$ cat config.mk
export PLATFORM = sky130hd
export DESIGN_NAME = led_display_ctrl
export DESIGN_NICKNAME = d
export VERILOG_FILES = /design/src/rtl/led_ctrl_pkg.sv /design/src/rtl/led_tick_prescaler.sv /design/src/rtl/led_display_ctrl.sv
export SDC_FILE = /design/constraint.sdc
export NUM_CORES = 1
export LEC_CHECK = 0
export CAP_MARGIN = 20
export CORE_UTILIZATION = 56
export CTS_CLUSTER_DIAMETER = 60
export DETAILED_ROUTE_END_ITERATION = 12
export PLACE_DENSITY = 0.95
export SYNTH_ARGS = -nofsm -noshare
export SYNTH_HDL_FRONTEND = slang
export SYNTH_SLANG_ARGS = --single-unit
$ cat constraint.sdc
create_clock -name clock -period 2.9 [get_ports clock]
set_input_delay 0.58 -clock clock [delete_from_list [all_inputs] [get_ports clock]]
set_output_delay 0.58 -clock clock [all_outputs]
set_load 0.005 [all_outputs]
$ cat src/rtl/led_ctrl_pkg.sv
// Shared types and constants for the front-panel LED controller and its prescaler.
// Source codes double as the value driven on the src output.
package led_ctrl_pkg;

    typedef enum logic [1:0] {
        StStartup = 2'd0,
        StIdle    = 2'd1,
        StStatus  = 2'd2,
        StFlash   = 2'd3
    } led_state_e;

    localparam logic [1:0] SRC_STARTUP = 2'd0;
    localparam logic [1:0] SRC_IDLE    = 2'd1;
    localparam logic [1:0] SRC_STATUS  = 2'd2;
    localparam logic [1:0] SRC_FLASH   = 2'd3;

    localparam logic [7:0] LED_ALL_ON = 8'hFF;
    localparam logic [7:0] LED_OFF    = 8'h00;

    function automatic logic [1:0] state_to_src(input led_state_e st);
        logic [1:0] code;
        code = SRC_STARTUP;
        unique case (st)
            StStartup: code = SRC_STARTUP;
            StIdle:    code = SRC_IDLE;
            StStatus:  code = SRC_STATUS;
            StFlash:   code = SRC_FLASH;
            default:   code = SRC_STARTUP;
        endcase
        return code;
    endfunction

endpackage

$ cat src/rtl/led_tick_prescaler.sv
// Visual-rate tick generator: an accumulating prescaler whose registered carry-out is the tick.
// Also drives the cylon generator's advance so all LED activity shares one time base.
module led_tick_prescaler
    import led_ctrl_pkg::*;
#(
    parameter int unsigned MXPRE = 21
) (
    input  logic       clock,
    input  logic       reset,
    input  logic [1:0] rate,
    output logic       tick
);

    logic [MXPRE-1:0] pre_q;
    logic [MXPRE-1:0] pre_d;
    logic             tick_q;
    logic             carry;
    logic [MXPRE:0]   sum;

    // Rate changes apply on the very next add; the accumulator is never cleared.
    always_comb begin
        sum   = {1'b0, pre_q} + (MXPRE + 1)'(rate) + (MXPRE + 1)'(1);
        pre_d = sum[MXPRE-1:0];
        carry = sum[MXPRE];
    end

    always_ff @(posedge clock or posedge reset) begin
        if (reset) begin
            pre_q  <= '0;
            tick_q <= 1'b0;
        end else begin
            pre_q  <= pre_d;
            tick_q <= carry;
        end
    end

    assign tick = tick_q;

endmodule

$ cat src/rtl/led_display_ctrl.sv
// Front-panel LED bank arbiter: lamp test, cylon idle, live status and blinking event flashes.
// Outputs are registered from the current state, so they lag a transition decision by one clock.
module led_display_ctrl
    import led_ctrl_pkg::*;
#(
    parameter int unsigned MXPRE         = 21,
    parameter int unsigned STARTUP_TICKS = 4,
    parameter int unsigned HOLD_TICKS    = 8
) (
    input  logic       clock,
    input  logic       reset,
    input  logic [1:0] rate,
    input  logic [7:0] cylon_q,
    input  logic [7:0] status_q,
    input  logic       status_en,
    input  logic       flash_req,
    input  logic [7:0] flash_pat,
    input  logic       lamp_test,
    output logic       tick,
    output logic [7:0] led,
    output logic [1:0] src,
    output logic       flash_busy
);

    localparam logic [7:0] StartupLast = 8'(STARTUP_TICKS - 1);
    localparam logic [7:0] HoldLast    = 8'(HOLD_TICKS - 1);

    led_state_e state_q;
    logic [7:0] cnt_q;
    logic [7:0] fpat_q;
    logic [7:0] led_q;
    logic [1:0] src_q;
    logic       busy_q;
    logic [7:0] show_pat;
    logic       tick_w;

    led_tick_prescaler #(
        .MXPRE (MXPRE)
    ) u_prescaler (
        .clock (clock),
        .reset (reset),
        .rate  (rate),
        .tick  (tick_w)
    );

    // Pattern the current state wants on the bus, before the lamp-test override.
    always_comb begin
        show_pat = LED_ALL_ON;
        unique case (state_q)
            StStartup: show_pat = LED_ALL_ON;
            StIdle:    show_pat = cylon_q;
            StStatus:  show_pat = status_q;
            StFlash:   show_pat = cnt_q[0] ? LED_OFF : fpat_q;
            default:   show_pat = LED_ALL_ON;
        endcase
    end

    always_ff @(posedge clock or posedge reset) begin
        if (reset) begin
            state_q <= StStartup;
            cnt_q   <= 8'd0;
            fpat_q  <= 8'd0;
            led_q   <= LED_ALL_ON;
            src_q   <= SRC_STARTUP;
            busy_q  <= 1'b0;
        end else begin
            led_q  <= lamp_test ? LED_ALL_ON : show_pat;
            src_q  <= state_to_src(state_q);
            busy_q <= (state_q == StFlash);

            unique case (state_q)
                StStartup: begin
                    if (tick_w) begin
                        if (cnt_q == StartupLast) begin
                            cnt_q   <= 8'd0;
                            state_q <= status_en ? StStatus : StIdle;
                        end else begin
                            cnt_q <= cnt_q + 8'd1;
                        end
                    end
                end
                StIdle: begin
                    if (flash_req) begin
                        state_q <= StFlash;
                        fpat_q  <= flash_pat;
                        cnt_q   <= 8'd0;
                    end else if (status_en) begin
                        state_q <= StStatus;
                    end
                end
                StStatus: begin
                    if (flash_req) begin
                        state_q <= StFlash;
                        fpat_q  <= flash_pat;
                        cnt_q   <= 8'd0;
                    end else if (!status_en) begin
                        state_q <= StIdle;
                    end
                end
                StFlash: begin
                    // A retrigger outranks an exit tick landing in the same cycle.
                    if (flash_req) begin
                        fpat_q <= flash_pat;
                        cnt_q  <= 8'd0;
                    end else if (tick_w) begin
                        if (cnt_q == HoldLast) begin
                            cnt_q   <= 8'd0;
                            state_q <= status_en ? StStatus : StIdle;
                        end else begin
                            cnt_q <= cnt_q + 8'd1;
                        end
                    end
                end
                default: state_q <= StStartup;
            endcase
        end
    end

    assign tick       = tick_w;
    assign led        = led_q;
    assign src        = src_q;
    assign flash_busy = busy_q;

endmodule

==> flow_summary.toml <==
[timing]
maxSlewViolCount = 0
skew_ns = 0.009812
period_needed_ns = 2.534
maxSlewHeadroom_pct = 59.75
holdWs_ns = 0.4685
worstMarginPinSlew_ns = 0.6025
rsz0062_at_grt = "no"
finalCritPeriodShare_pct = 87.38
clock.fmax_mhz = 394.6
finalHoldViolations = 0
setup-tns-final_ns = 0
setup_viol = 0

[routing]
drc = 0
via_per_inst = 5.680
ant_nets = 0
num_vias = 1863
drt_iter0_drc = 136
wl_um = 5049
firstDrtPassIters = 4
avgRoutedWirePerCell_um = 15.39

[die]
die_h_um = 68.51
dieArea_um2 = 4694
coreArea_um2 = 4115
fp-row-count = 23
start_util_pct = 60.20
io-pin-count = 43
die_w_um = 68.51

[logic_synthesis]
synth-seq-cells = 51
ys.flop_type = "dfrtp_1"
synthArstFlopShare_pct = 100.0
yosys.area_share.adder_pct = 4.848
synth_edf_count = 0
synth.net_count = 271
yosys_warnings = 0
synth_xor_area_share_pct = 7.071
synth_compound_area_share_pct = 8.030
synth.area.mux_share_pct = 5.960
yosys.cell_types.count = 40
ys_seq_area_share_pct = 51.92
syn_area_um2 = 2477
synth_simple_gate_area_share_pct = 19.29
synth_top_family_by_area = "simple AND/OR/NAND/NOR gates"
syn-mean-instance-area_um2 = 10.72
synthCells = 231

[global_routing]
grtUsageMet1_pct = 29.22
grt_pass1_vias = 1866
grt.busiest_layer = "met2"
grt_usage_pct = 24.09
use_met2_pct = 40.93
grt_util_met3_pct = 6.086
grt_pass1_wl_um = 8183
antenna_found_initial = 0
grt_max_degree = 29
grt_overflow = 0

[setup_path]
end_kind = "flop"
r2r_start = "u_prescaler.pre_q[0]$_DFF_PP0_"
critPathLaunchType = "input port"
crit_type = "in2reg"
r2r_end = "u_prescaler.pre_q[14]$_DFF_PP0_"
startpoint = "rate[0]"
cp.required_ns = 3.10
crit_arrival_ns = 2.73
cp_max_fo = 3
reg2reg_slack_ns = 0.74
reg2reg_depth = 7
crit_end = "u_prescaler.pre_q[14]$_DFF_PP0_"

[clocking]
cts-resized-gates = 0
cts.clk_slew.worst_paths_ns = 0.10
htree_levels = 2
cts_tree = "yes"
root_buffer = "clkbuf_8"
cts_hold_buffers = 0
cts.path.max_buffers = 2
clkLatencyLatePin_ns = 0.31
postCtsSetupBuffers = 0
cts_inserted_buffers = 5
clock_sinks = 51

[layout]
drive_gt1_share_pct = 13.67
most-common-layout-cells = "dfrtp_1, clkdlybuf4s50_1, nand2_1"
nFillCells = 268
antenna_cells = 0
syn2layout_area_growth_pct = 23.54
final_common_cell = "dfrtp_1"
nets = 317

[power]
p_leak_nw = 1.336
p_per_area_nw_per_um2 = 839.2
ir_drop_uv = 470.3

[place]
portBuffers = 42
hpwl_um = 3717
routabilityCongestion = 0.7916

[min_path]
holdCritPathClass = "reg2reg"

[outcome]
status = "completed"

[flow_run]
cap_violations = 0
==> Yosys cell counts (3+ instances only) <==
| cell | number | area, um2 |
|---|---|---|
| xor2_1 | 6 | 52.55 |
| mux2_2 | 10 | 112.6 |
| nand4_1 | 14 | 87.58 |
| o21ai_0 | 6 | 30.03 |
| dfstp_2 | 8 | 210.2 |
| clkbuf_1 | 6 | 22.52 |
| nor2_1 | 12 | 45.04 |
| nand2_1 | 34 | 127.6 |
| ha_1 | 8 | 100.1 |
| nand2b_1 | 6 | 37.54 |
| inv_1 | 13 | 48.80 |
| xnor2_1 | 14 | 122.6 |
| nand3_1 | 5 | 25.02 |
| dfrtp_1 | 43 | 1076 |
| and3_1 | 5 | 31.28 |
| a22o_1 | 5 | 43.79 |
| a21oi_1 | 4 | 20.02 |
| nor2b_1 | 5 | 31.28 |
| nor3_1 | 3 | 15.01 |
==> routing by layer <==
layer	wire, um	vias up
met5	0	-
met4	99	0
met3	231	12
met2	2557	52
met1	2161	907
li1	-	892
==> worst min path at each step <==
| stage | cells past startpoint | to | startpoint |
|---|---|---|---|
| after floorplan | 1 | u_prescaler.pre_q[19]$_DFF_PP0_ | u_prescaler.pre_q[19]$_DFF_PP0_ |
| after global placement | 1 | u_prescaler.pre_q[17]$_DFF_PP0_ | u_prescaler.pre_q[17]$_DFF_PP0_ |
| after detailed placement | 1 | u_prescaler.pre_q[17]$_DFF_PP0_ | u_prescaler.pre_q[17]$_DFF_PP0_ |
| after CTS | 1 | u_prescaler.pre_q[17]$_DFF_PP0_ | u_prescaler.pre_q[17]$_DFF_PP0_ |
| after global routing | 1 | u_prescaler.pre_q[19]$_DFF_PP0_ | u_prescaler.pre_q[19]$_DFF_PP0_ |
| final | 1 | u_prescaler.pre_q[17]$_DFF_PP0_ | u_prescaler.pre_q[17]$_DFF_PP0_ |
==> through the flow <==
step,cell area [um2],total power [mW],utilization (%),setup slack [ns],instances
CTS,3060,2.581,74.37,0.3722,328
detailed placement,2973,2.168,72.24,0.1117,320
finish,3060,2.568,74.37,0.3659,328
global route,3060,2.756,74.37,0.1742,328
global placement,2973,2.103,72.24,0.2183,320
floorplan,2477,1.800,-,0.7942,231
==> logic make-up after synthesis <==
logic type	Yosys count
AOI/OAI and AO/OA	25
xor gates and xnor gates	20
adders and majority gates	9
buffers and inverters	19
DFF	51
muxes	13
and+or+nand+nor	94
==> layout make-up <==
| type | instances | area [um2] | area share, % |
|---|---|---|---|
| inverter | 13 | 48.80 | 1.594 |
| multi-input combinational | 161 | 1120 | 36.59 |
| sequential | 51 | 1286 | 42.03 |
| clock inverter | 3 | 18.77 | 0.6132 |
| clock buffer | 5 | 68.82 | 2.249 |
| tap | 50 | 62.56 | 2.044 |
| timing repair buffer | 45 | 455.4 | 14.88 |
==> registers in the layout (all words and copies together), names as in the netlist <==
name and cells:
fpat_q 8, flash_busy 1, led 8, u_prescaler.pre_q 21, cnt_q 8, u_prescaler.tick 1
src 2, state_q 2
==> where the power goes <==
group          switching, mW  internal (mW)  leakage (nW)
Clock                  0.240          0.170        0.0483
Sequential             0.146          0.962         0.634
Combinational          0.522          0.529         0.654
Total                  0.907           1.66          1.34
==> critical path, stage by stage <==
cell	delay, ns
clkdlybuf4s50_1	0.45
inv_1	0.04
ha_1	0.21
fa_1	0.43
nand4b_1	0.25
nor3_1	0.40
nand4_1	0.21
xnor2_1	0.17
(Power assumes the default switching activity.)
